**config.mk**
```make
export PLATFORM = sky130hd
export DESIGN_NAME = aether_cmd_sequencer_flat
export DESIGN_NICKNAME = d
export VERILOG_FILES = /design/src/rtl/aether_cmd_sequencer_if.sv /design/src/rtl/aether_cmd_sequencer.sv /design/src/flat_wrapper.sv
export SDC_FILE = /design/constraint.sdc
export NUM_CORES = 1
export LEC_CHECK = 0
export CORE_UTILIZATION = 45
export CTS_BUF_LIST = sky130_fd_sc_hd__clkbuf_16
export DETAILED_ROUTE_END_ITERATION = 6
export PLACE_DENSITY = 0.74
export SETUP_SLACK_MARGIN = 0.3
export SKIP_CTS_REPAIR_TIMING = 1
export SLEW_MARGIN = 10
export SYNTH_ARGS = -nofsm -noshare
export SYNTH_HDL_FRONTEND = slang
export SYNTH_SLANG_ARGS = --single-unit
```
**constraint.sdc**
```tcl
create_clock -name clk_i -period 5.35 [get_ports clk_i]
set_input_delay 1.07 -clock clk_i [delete_from_list [all_inputs] [get_ports clk_i]]
set_output_delay 1.07 -clock clk_i [all_outputs]
set_load 0.01 [all_outputs]
```
**src/rtl/aether_cmd_sequencer_if.sv**
```systemverilog
// Command/engine bus bundle for aether_cmd_sequencer.
//   host side  : host_cmd_i, host_wait_i, host_valid_i -> host_ready_o
//   engine side: instruction_o, param_1_o, param_2_o -> engine inputs;
//                interrupt_i, data_i <- engine outputs
// The slave modport is the sequencer's view, master is the host/engine side.
interface aether_cmd_sequencer_if;
  logic [23:0] host_cmd_i;
  logic        host_wait_i;
  logic        host_valid_i;
  logic        host_ready_o;
  logic [3:0]  instruction_o;
  logic [3:0]  param_1_o;
  logic [15:0] param_2_o;
  logic        interrupt_i;
  logic [15:0] data_i;

  modport slave (
    input  host_cmd_i, host_wait_i, host_valid_i, interrupt_i, data_i,
    output host_ready_o, instruction_o, param_1_o, param_2_o
  );

  modport master (
    output host_cmd_i, host_wait_i, host_valid_i, interrupt_i, data_i,
    input  host_ready_o, instruction_o, param_1_o, param_2_o
  );
endinterface

```
**src/rtl/aether_cmd_sequencer.sv**
```systemverilog
// Command-issue stage in front of aether_engine. Buffers host commands in a
// first-word-fall-through FIFO and issues one per cycle on the engine bus
// (NOP when idle). A command flagged "wait" stalls issue until the engine
// interrupt rises, then the block issues {RDR, REG_STATS, 0} and captures
// the returned status word ReadLatency cycles after the RDR cycle.
//
// Ports:
//   clk_i, rst_i       clock, synchronous active-high reset
//   bus (slave)        host command push + engine instruction/interrupt/data
//   flush_i            drop queue and abort any wait / pending read
//   status_o           last captured REG_STATS word
//   status_valid_o     one-cycle pulse when status_o updates
//   busy_o             queue non-empty or sequencer not idle
//   timeout_o          sticky: a wait expired without an interrupt
//   fifo_count_o       current queue occupancy
//
// state       | meaning
// ------------+-----------------------------------------------------------
// S_IDLE      | pop and issue queued commands, one per cycle
// S_WAIT_IRQ  | wait command issued; NOP on the bus until interrupt edge
// S_READ_STAT | RDR REG_STATS on the bus for exactly one cycle
// S_CAPTURE   | counting read latency; latch data_i on the last count
module aether_cmd_sequencer #(
  parameter int unsigned FifoDepth     = 16,
  parameter int unsigned ReadLatency   = 2,
  parameter int unsigned TimeoutCycles = 0,
  parameter logic [3:0]  OpRdr         = 4'h4,
  parameter logic [3:0]  RegStats      = 4'hF
) (
  input  logic                               clk_i,
  input  logic                               rst_i,
  aether_cmd_sequencer_if.slave              bus,
  input  logic                               flush_i,
  output logic [15:0]                        status_o,
  output logic                               status_valid_o,
  output logic                               busy_o,
  output logic                               timeout_o,
  output logic [$clog2(FifoDepth+1)-1:0]     fifo_count_o
);
  localparam int unsigned PtrW  = $clog2(FifoDepth);
  localparam int unsigned CntW  = $clog2(FifoDepth + 1);
  localparam int unsigned LatW  = (ReadLatency > 1) ? $clog2(ReadLatency) : 1;
  localparam int unsigned TmoW  = (TimeoutCycles > 1) ? $clog2(TimeoutCycles) : 1;
  localparam logic        TmoEn = (TimeoutCycles != 0);

  typedef enum logic [1:0] {S_IDLE, S_WAIT_IRQ, S_READ_STAT, S_CAPTURE} state_t;
  state_t state_q, state_d;

  // Each entry is {wait, command}.
  logic [24:0]     fifo_mem [FifoDepth];
  logic [PtrW-1:0] wr_ptr_q, rd_ptr_q;
  logic [CntW-1:0] count_q, count_d;
  logic [24:0]     head;
  logic            fifo_empty, push, pop, pop_ok;

  logic            irq_q, irq_edge, irq_seen_q, irq_hit;
  logic [LatW-1:0] lat_cnt_q;
  logic [TmoW-1:0] tmo_cnt_q;
  logic            lat_done, tmo_expired;

  logic [23:0]     bus_d, bus_q;
  logic            capture, set_timeout;

  assign head             = fifo_mem[rd_ptr_q];
  assign fifo_empty       = (count_q == '0);
  assign bus.host_ready_o = (count_q != CntW'(FifoDepth));
  assign push             = bus.host_valid_i & bus.host_ready_o & ~flush_i;
  assign lat_done         = (lat_cnt_q == '0);
  assign tmo_expired      = TmoEn & (tmo_cnt_q == '0);
  // The last capture cycle frees the bus, so the next pop can share that edge.
  assign pop_ok           = (state_q == S_IDLE) | ((state_q == S_CAPTURE) & lat_done);
  assign pop              = pop_ok & ~fifo_empty & ~flush_i;
  assign irq_edge         = bus.interrupt_i & ~irq_q;
  // irq_seen_q holds an edge that arrived while the wait command was being popped.
  assign irq_hit          = (state_q == S_WAIT_IRQ) & (irq_seen_q | irq_edge);

  always_ff @(posedge clk_i) begin
    if (push) fifo_mem[wr_ptr_q] <= {bus.host_wait_i, bus.host_cmd_i};
  end

  always_comb begin
    count_d = count_q;
    if (flush_i)            count_d = '0;
    else if (push && !pop)  count_d = count_q + CntW'(1);
    else if (pop && !push)  count_d = count_q - CntW'(1);
  end

  always_ff @(posedge clk_i) begin
    if (rst_i || flush_i) begin
      wr_ptr_q <= '0;
      rd_ptr_q <= '0;
      count_q  <= '0;
    end else begin
      if (push) wr_ptr_q <= wr_ptr_q + PtrW'(1);
      if (pop)  rd_ptr_q <= rd_ptr_q + PtrW'(1);
      count_q <= count_d;
    end
  end

  always_ff @(posedge clk_i) begin
    if (rst_i) state_q <= S_IDLE;
    else       state_q <= state_d;
  end

  always_comb begin
    state_d = state_q;
    if (flush_i) begin
      state_d = S_IDLE;
    end else begin
      case (state_q)
        S_IDLE:      if (pop) state_d = head[24] ? S_WAIT_IRQ : S_IDLE;
        S_WAIT_IRQ: begin
          if (irq_hit)          state_d = S_READ_STAT;
          else if (tmo_expired) state_d = S_IDLE;
        end
        S_READ_STAT: state_d = S_CAPTURE;
        S_CAPTURE:   if (lat_done) state_d = (pop && head[24]) ? S_WAIT_IRQ : S_IDLE;
        default:     state_d = S_IDLE;
      endcase
    end
  end

  always_comb begin
    bus_d       = '0;
    capture     = 1'b0;
    set_timeout = 1'b0;
    if (!flush_i) begin
      if (pop)          bus_d = head[23:0];
      else if (irq_hit) bus_d = {OpRdr, RegStats, 16'h0000};
      capture     = (state_q == S_CAPTURE) & lat_done;
      set_timeout = (state_q == S_WAIT_IRQ) & ~irq_hit & tmo_expired;
    end
  end

  always_ff @(posedge clk_i) begin
    if (rst_i) begin
      bus_q          <= '0;
      status_o       <= '0;
      status_valid_o <= 1'b0;
      timeout_o      <= 1'b0;
      busy_o         <= 1'b0;
      irq_q          <= 1'b0;
      irq_seen_q     <= 1'b0;
      lat_cnt_q      <= '0;
      tmo_cnt_q      <= '0;
    end else begin
      bus_q          <= bus_d;
      irq_q          <= bus.interrupt_i;
      status_valid_o <= capture;
      if (capture)     status_o  <= bus.data_i;
      if (set_timeout) timeout_o <= 1'b1;
      busy_o <= (count_d != '0) | (state_d != S_IDLE);

      if (flush_i || state_q == S_WAIT_IRQ)  irq_seen_q <= 1'b0;
      else if (pop && head[24] && irq_edge)  irq_seen_q <= 1'b1;

      if (state_q == S_READ_STAT)
        lat_cnt_q <= LatW'(ReadLatency - 1);
      else if (state_q == S_CAPTURE && !lat_done)
        lat_cnt_q <= lat_cnt_q - LatW'(1);

      // Preloaded outside the wait so the first WAIT_IRQ cycle counts as one.
      if (state_q != S_WAIT_IRQ)
        tmo_cnt_q <= TmoW'(TimeoutCycles - 1);
      else if (!tmo_expired)
        tmo_cnt_q <= tmo_cnt_q - TmoW'(1);
    end
  end

  assign bus.instruction_o = bus_q[23:20];
  assign bus.param_1_o     = bus_q[19:16];
  assign bus.param_2_o     = bus_q[15:0];
  assign fifo_count_o      = count_q;
endmodule

```
**src/flat_wrapper.sv**
```systemverilog
// flat-port wrapper written by rule: the top's interface ports become plain ports
module aether_cmd_sequencer_flat 
#(
  parameter int unsigned FifoDepth     = 16,
  parameter int unsigned ReadLatency   = 2,
  parameter int unsigned TimeoutCycles = 0,
  parameter logic [3:0]  OpRdr         = 4'h4,
  parameter logic [3:0]  RegStats      = 4'hF
)
  (clk_i, rst_i, flush_i, status_o, status_valid_o, busy_o, timeout_o, fifo_count_o, bus_host_cmd_i, bus_host_wait_i, bus_host_valid_i, bus_interrupt_i, bus_data_i, bus_host_ready_o, bus_instruction_o, bus_param_1_o, bus_param_2_o);
  aether_cmd_sequencer_if bus_i ();
  input  logic clk_i;
  input  logic rst_i;
  input  logic flush_i;
  output logic [15:0] status_o;
  output logic status_valid_o;
  output logic busy_o;
  output logic timeout_o;
  output logic [$clog2(FifoDepth+1)-1:0] fifo_count_o;
  input wire logic [$bits(bus_i.host_cmd_i)-1:0] bus_host_cmd_i;
  input wire logic [$bits(bus_i.host_wait_i)-1:0] bus_host_wait_i;
  input wire logic [$bits(bus_i.host_valid_i)-1:0] bus_host_valid_i;
  input wire logic [$bits(bus_i.interrupt_i)-1:0] bus_interrupt_i;
  input wire logic [$bits(bus_i.data_i)-1:0] bus_data_i;
  output wire logic [$bits(bus_i.host_ready_o)-1:0] bus_host_ready_o;
  output wire logic [$bits(bus_i.instruction_o)-1:0] bus_instruction_o;
  output wire logic [$bits(bus_i.param_1_o)-1:0] bus_param_1_o;
  output wire logic [$bits(bus_i.param_2_o)-1:0] bus_param_2_o;
  assign bus_i.host_cmd_i = bus_host_cmd_i;
  assign bus_i.host_wait_i = bus_host_wait_i;
  assign bus_i.host_valid_i = bus_host_valid_i;
  assign bus_i.interrupt_i = bus_interrupt_i;
  assign bus_i.data_i = bus_data_i;
  assign bus_host_ready_o = bus_i.host_ready_o;
  assign bus_instruction_o = bus_i.instruction_o;
  assign bus_param_1_o = bus_i.param_1_o;
  assign bus_param_2_o = bus_i.param_2_o;
  aether_cmd_sequencer #(.FifoDepth(FifoDepth), .ReadLatency(ReadLatency), .TimeoutCycles(TimeoutCycles), .OpRdr(OpRdr), .RegStats(RegStats)) u_core (.clk_i(clk_i), .rst_i(rst_i), .bus(bus_i), .flush_i(flush_i), .status_o(status_o), .status_valid_o(status_valid_o), .busy_o(busy_o), .timeout_o(timeout_o), .fifo_count_o(fifo_count_o));
endmodule
```
==> run metrics <==
Core Area=about 38000 um2; DRT iter0 DRCs=~700; DRT Pass-1 Iters=5; fin crit period=~3.4 ns; LEAKAGE=approximately 6.3 nW; DIE AREA=about 40000 um2; Slowest-stage cell, CP=nor2_4; initial antenna violation count=0; largest net degree at the start of global routing=60; Synthesis Warnings=0; first-pass GRT wire length=about 54 mm; CP Launch Type=primary input; final global-route overflow total=0; DR vias=~8600; status=finished, final reports clean; Worst path max stage delay=roughly 0.8 ns; HP Class=reg2reg; number of H-tree levels=2; CTS clk-pin slew, worst paths=~0.060 ns; synth-to-layout area growth=17.1%; setup tns final=0 ns; routability cong.=0.794; Setup Viol. Count Final=0; Initial Util=~46%; XOR/XNOR Fraction of Synth Area=less than 1%; relative slew slack=between 20% and 30%; Root Driver=clkbuf_16; Finished Core Util=54.0%; EDFF count, synth=400; synthesized area per cell=around 20 um2; dpl hpwl=21.3 mm; Routed WL=36.3 mm; clk_skew=between 0.015 and 0.02 ns; Worst Max-Slew Pin Slew=~1.1 ns; worst vdd ir=about 0.27 mV; Cells after Synth=between 800 and 900; Synth Area in Compound Gates=under 10%; kind of critical path=in2reg; Critical R2R Launch=u_core.fifo_count_o[0]$_SDFF_PP0_; WL per Instance=between 20 and 25 um; mux share of post-synthesis cell area=14.8%; fmax=roughly 300 MHz; n_diodes=0; PD cells=369 nW/um2; Setup crit end kind=flip-flop; Die X-Extent=199 um; share of cells above drive strength 1=about 21%; asr flop ratio synth=0%; Final Hold Vio Count=0; Fillers=just under 3000; CTS tree=done; Synth Register Bits=between 400 and 500; number of max-cap violations=0; IO Port Bufs=93; Crit. Startpoint=bus_host_valid_i; simple-gate share of the synthesized area=3.63%; WHS Endpoint=u_core.status_o[7]$_SDFFE_PP0P_; Die H=199 um; final worst path period share=between 60% and 70%; hold path depth=2; Post-Syn Area=17500 um2; TritonCTS Buffers=45; largest family of logic cells by synthesized area=multiplexers; CTS Buffer Depth=3; FF-to-FF End=u_core.fifo_mem[7][11]$_DFFE_PP_; reg2reg setup slack=2.13 ns; register area share after synthesis=between 70% and 80%; Post-synth top flop=edfxtp_1; crit path cell chain=clkdlybuf4s50_1 -> o31ai_2 -> nor2_1 -> nand2_1 -> nor2_4; later-pin clock latency in the skew report=0.56 ns; FP Rows=just over 70; RSZ-0062 raised after global routing=false; boundary pin count=95; Netlist cell types=43; r2r worst-path depth=7; critical path data arrival time=between 3 and 4 ns; WP data required=between 5 and 6 ns; Synthesized Nets=931; fin. max-slew vios=0; clock sink count=about 460; post-DR vias/cell=~5.7; crit path max fanout=25; fin nets=a little over 1000; Residual DRC=0; worst hold start=u_core.status_o[7]$_SDFFE_PP0P_; Tot GR Track Use=18.8%; Final ANT Viol Nets=0; vias in the first global route=8724; adder-cell share of the synthesized area=less than 1%
cells in the final DEF, fill, tap and decap left out, types with 2 or more instances in the layout:
master,count
nor2_1,23
ha_1,8
a211oi_1,40
clkinv_2,6
mux4_2,106
nand3b_1,2
or3_1,2
xor2_1,5
buf_4,9
xnor2_1,2
nand2_1,49
nor3_1,4
a21oi_1,25
o21ai_0,2
nand4_1,3
bufinv_16,4
edfxtp_1,400
nand2b_1,2
nor2b_1,22
clkbuf_16,47
or2_2,3
clkinvlp_4,4
a221oi_2,2
clkdlybuf4s50_1,93
nor3_2,4
dfxtp_4,3
mux2i_1,21
maj3_1,2
inv_1,16
nand3_1,3
inv_6,2
a31oi_1,2
nor2_4,12
dfxtp_1,60
clkinv_1,8
or4b_1,2
cell usage after synthesis (2+ instances only):
cell      instances  area (um2)
a211oi_1         40         300
a21oi_1          25         125
a221oi_2          2        30.0
a31oi_1           2        12.5
buf_1             3        11.3
buf_2            18        90.1
buf_4             4        30.0
clkbuf_1         23        86.3
dfxtp_1          64        1280
edfxtp_1        400       12000
ha_1              8         100
inv_1             5        18.8
maj3_1            2        20.0
mux2i_1          21         210
mux4_2          106        2390
nand2_1          49         184
nand2b_1          2        12.5
nand3_1           3        15.0
nand3b_1          2        15.0
nand4_1           3        18.8
nor2_1           35         131
nor2b_1          22         138
nor3_1            8        40.0
o21ai_0           2        10.0
or2_2             3        18.8
or3_1             2        12.5
or4b_1            2        20.0
xnor2_1           2        17.5
xor2_1            5        43.8
power breakdown:
part	internal, mW	leakage (nW)	switching, mW
combinational	0.232	1.39	0.236
clock	1.78	0.740	1.32
sequential	3.96	4.12	0.0429
total	5.97	6.25	1.60
through the flow:
| stage | std cells | instance area, um2 | setup WS, ns | power (mW) | hold WS [ns] |
|---|---|---|---|---|---|
| 2_1_floorplan | 877 | 17500 | 1.45 | 4.36 | 0.450 |
| 3_3_place_gp | 1442 | 19100 | 1.53 | 4.54 | 0.441 |
| 3_5_place_dp | 1442 | 19100 | 1.51 | 4.55 | 0.448 |
| 4_1_cts | 1524 | 20500 | 2.07 | 7.61 | 0.456 |
| 5_1_grt | 1524 | 20500 | 1.83 | 7.78 | 0.488 |
| 6_report | 1524 | 20500 | 1.98 | 7.57 | 0.452 |
flip-flops by register name, summed over array words and instances, names as in the netlist, named ones only:
name,cells
u_core.irq_q,1
u_core.wr_ptr_q,4
u_core.fifo_mem,400
u_core.fifo_count_o,5
u_core.bus_q,24
u_core.status_o,16
u_core.irq_seen_q,1
u_core.state_q,2
u_core.status_valid_o,1
u_core.rd_ptr_q,4
u_core.busy_o,1
u_core.lat_cnt_q,1
per-layer routing:
metal	global-route usage [%]	part of all wire [%]	up-vias	routed length, um
met5	0	0	-	0
met4	4.78	1.7	0	605
met3	3.92	8.3	53	3010
met2	29.6	47	346	17100
met1	27.0	43	4471	15500
li1	-	-	3747	-
cells by family after synthesis:
kind of cell    after synthesis
xor+xnor                      8
other cells                   1
fa+ha+maj                    10
flops                       464
mux                         127
buf+inv                      54
simple gates                134
compound gates               79
worst max-delay path by stage:
| stage | depth (start not counted) | to |
|---|---|---|
| 2_1_floorplan | 5 | u_core.fifo_mem[3][0]$_DFFE_PP_ |
| 3_3_place_gp | 5 | u_core.fifo_mem[15][9]$_DFFE_PP_ |
| 3_5_place_dp | 5 | u_core.fifo_mem[7][23]$_DFFE_PP_ |
| 4_1_cts | 5 | u_core.fifo_mem[11][14]$_DFFE_PP_ |
| 5_1_grt | 5 | u_core.fifo_mem[7][12]$_DFFE_PP_ |
| 6_report | 5 | u_core.fifo_mem[7][11]$_DFFE_PP_ |
critical path: cells and delay by family:
kind	cells	cell delay [ns]
AND/OR/NAND/NOR	3	1.66
buffers and inverters	1	0.55
AO/OA/AOI/OAI	1	0.24
layout make-up:
class	instances	area, um2	area share (%)
Sequential cell	464	13300	64.8
Multi-Input combinational cell	359	4110	20.0
Clock buffer	47	1180	5.73
Timing Repair Buffer	103	1020	4.96
Tap cell	511	639	3.11
Clock inverter	35	269	1.31
Inverter	5	18.8	0.0914
No activity file was read; power rests on OpenSTA's default activity.
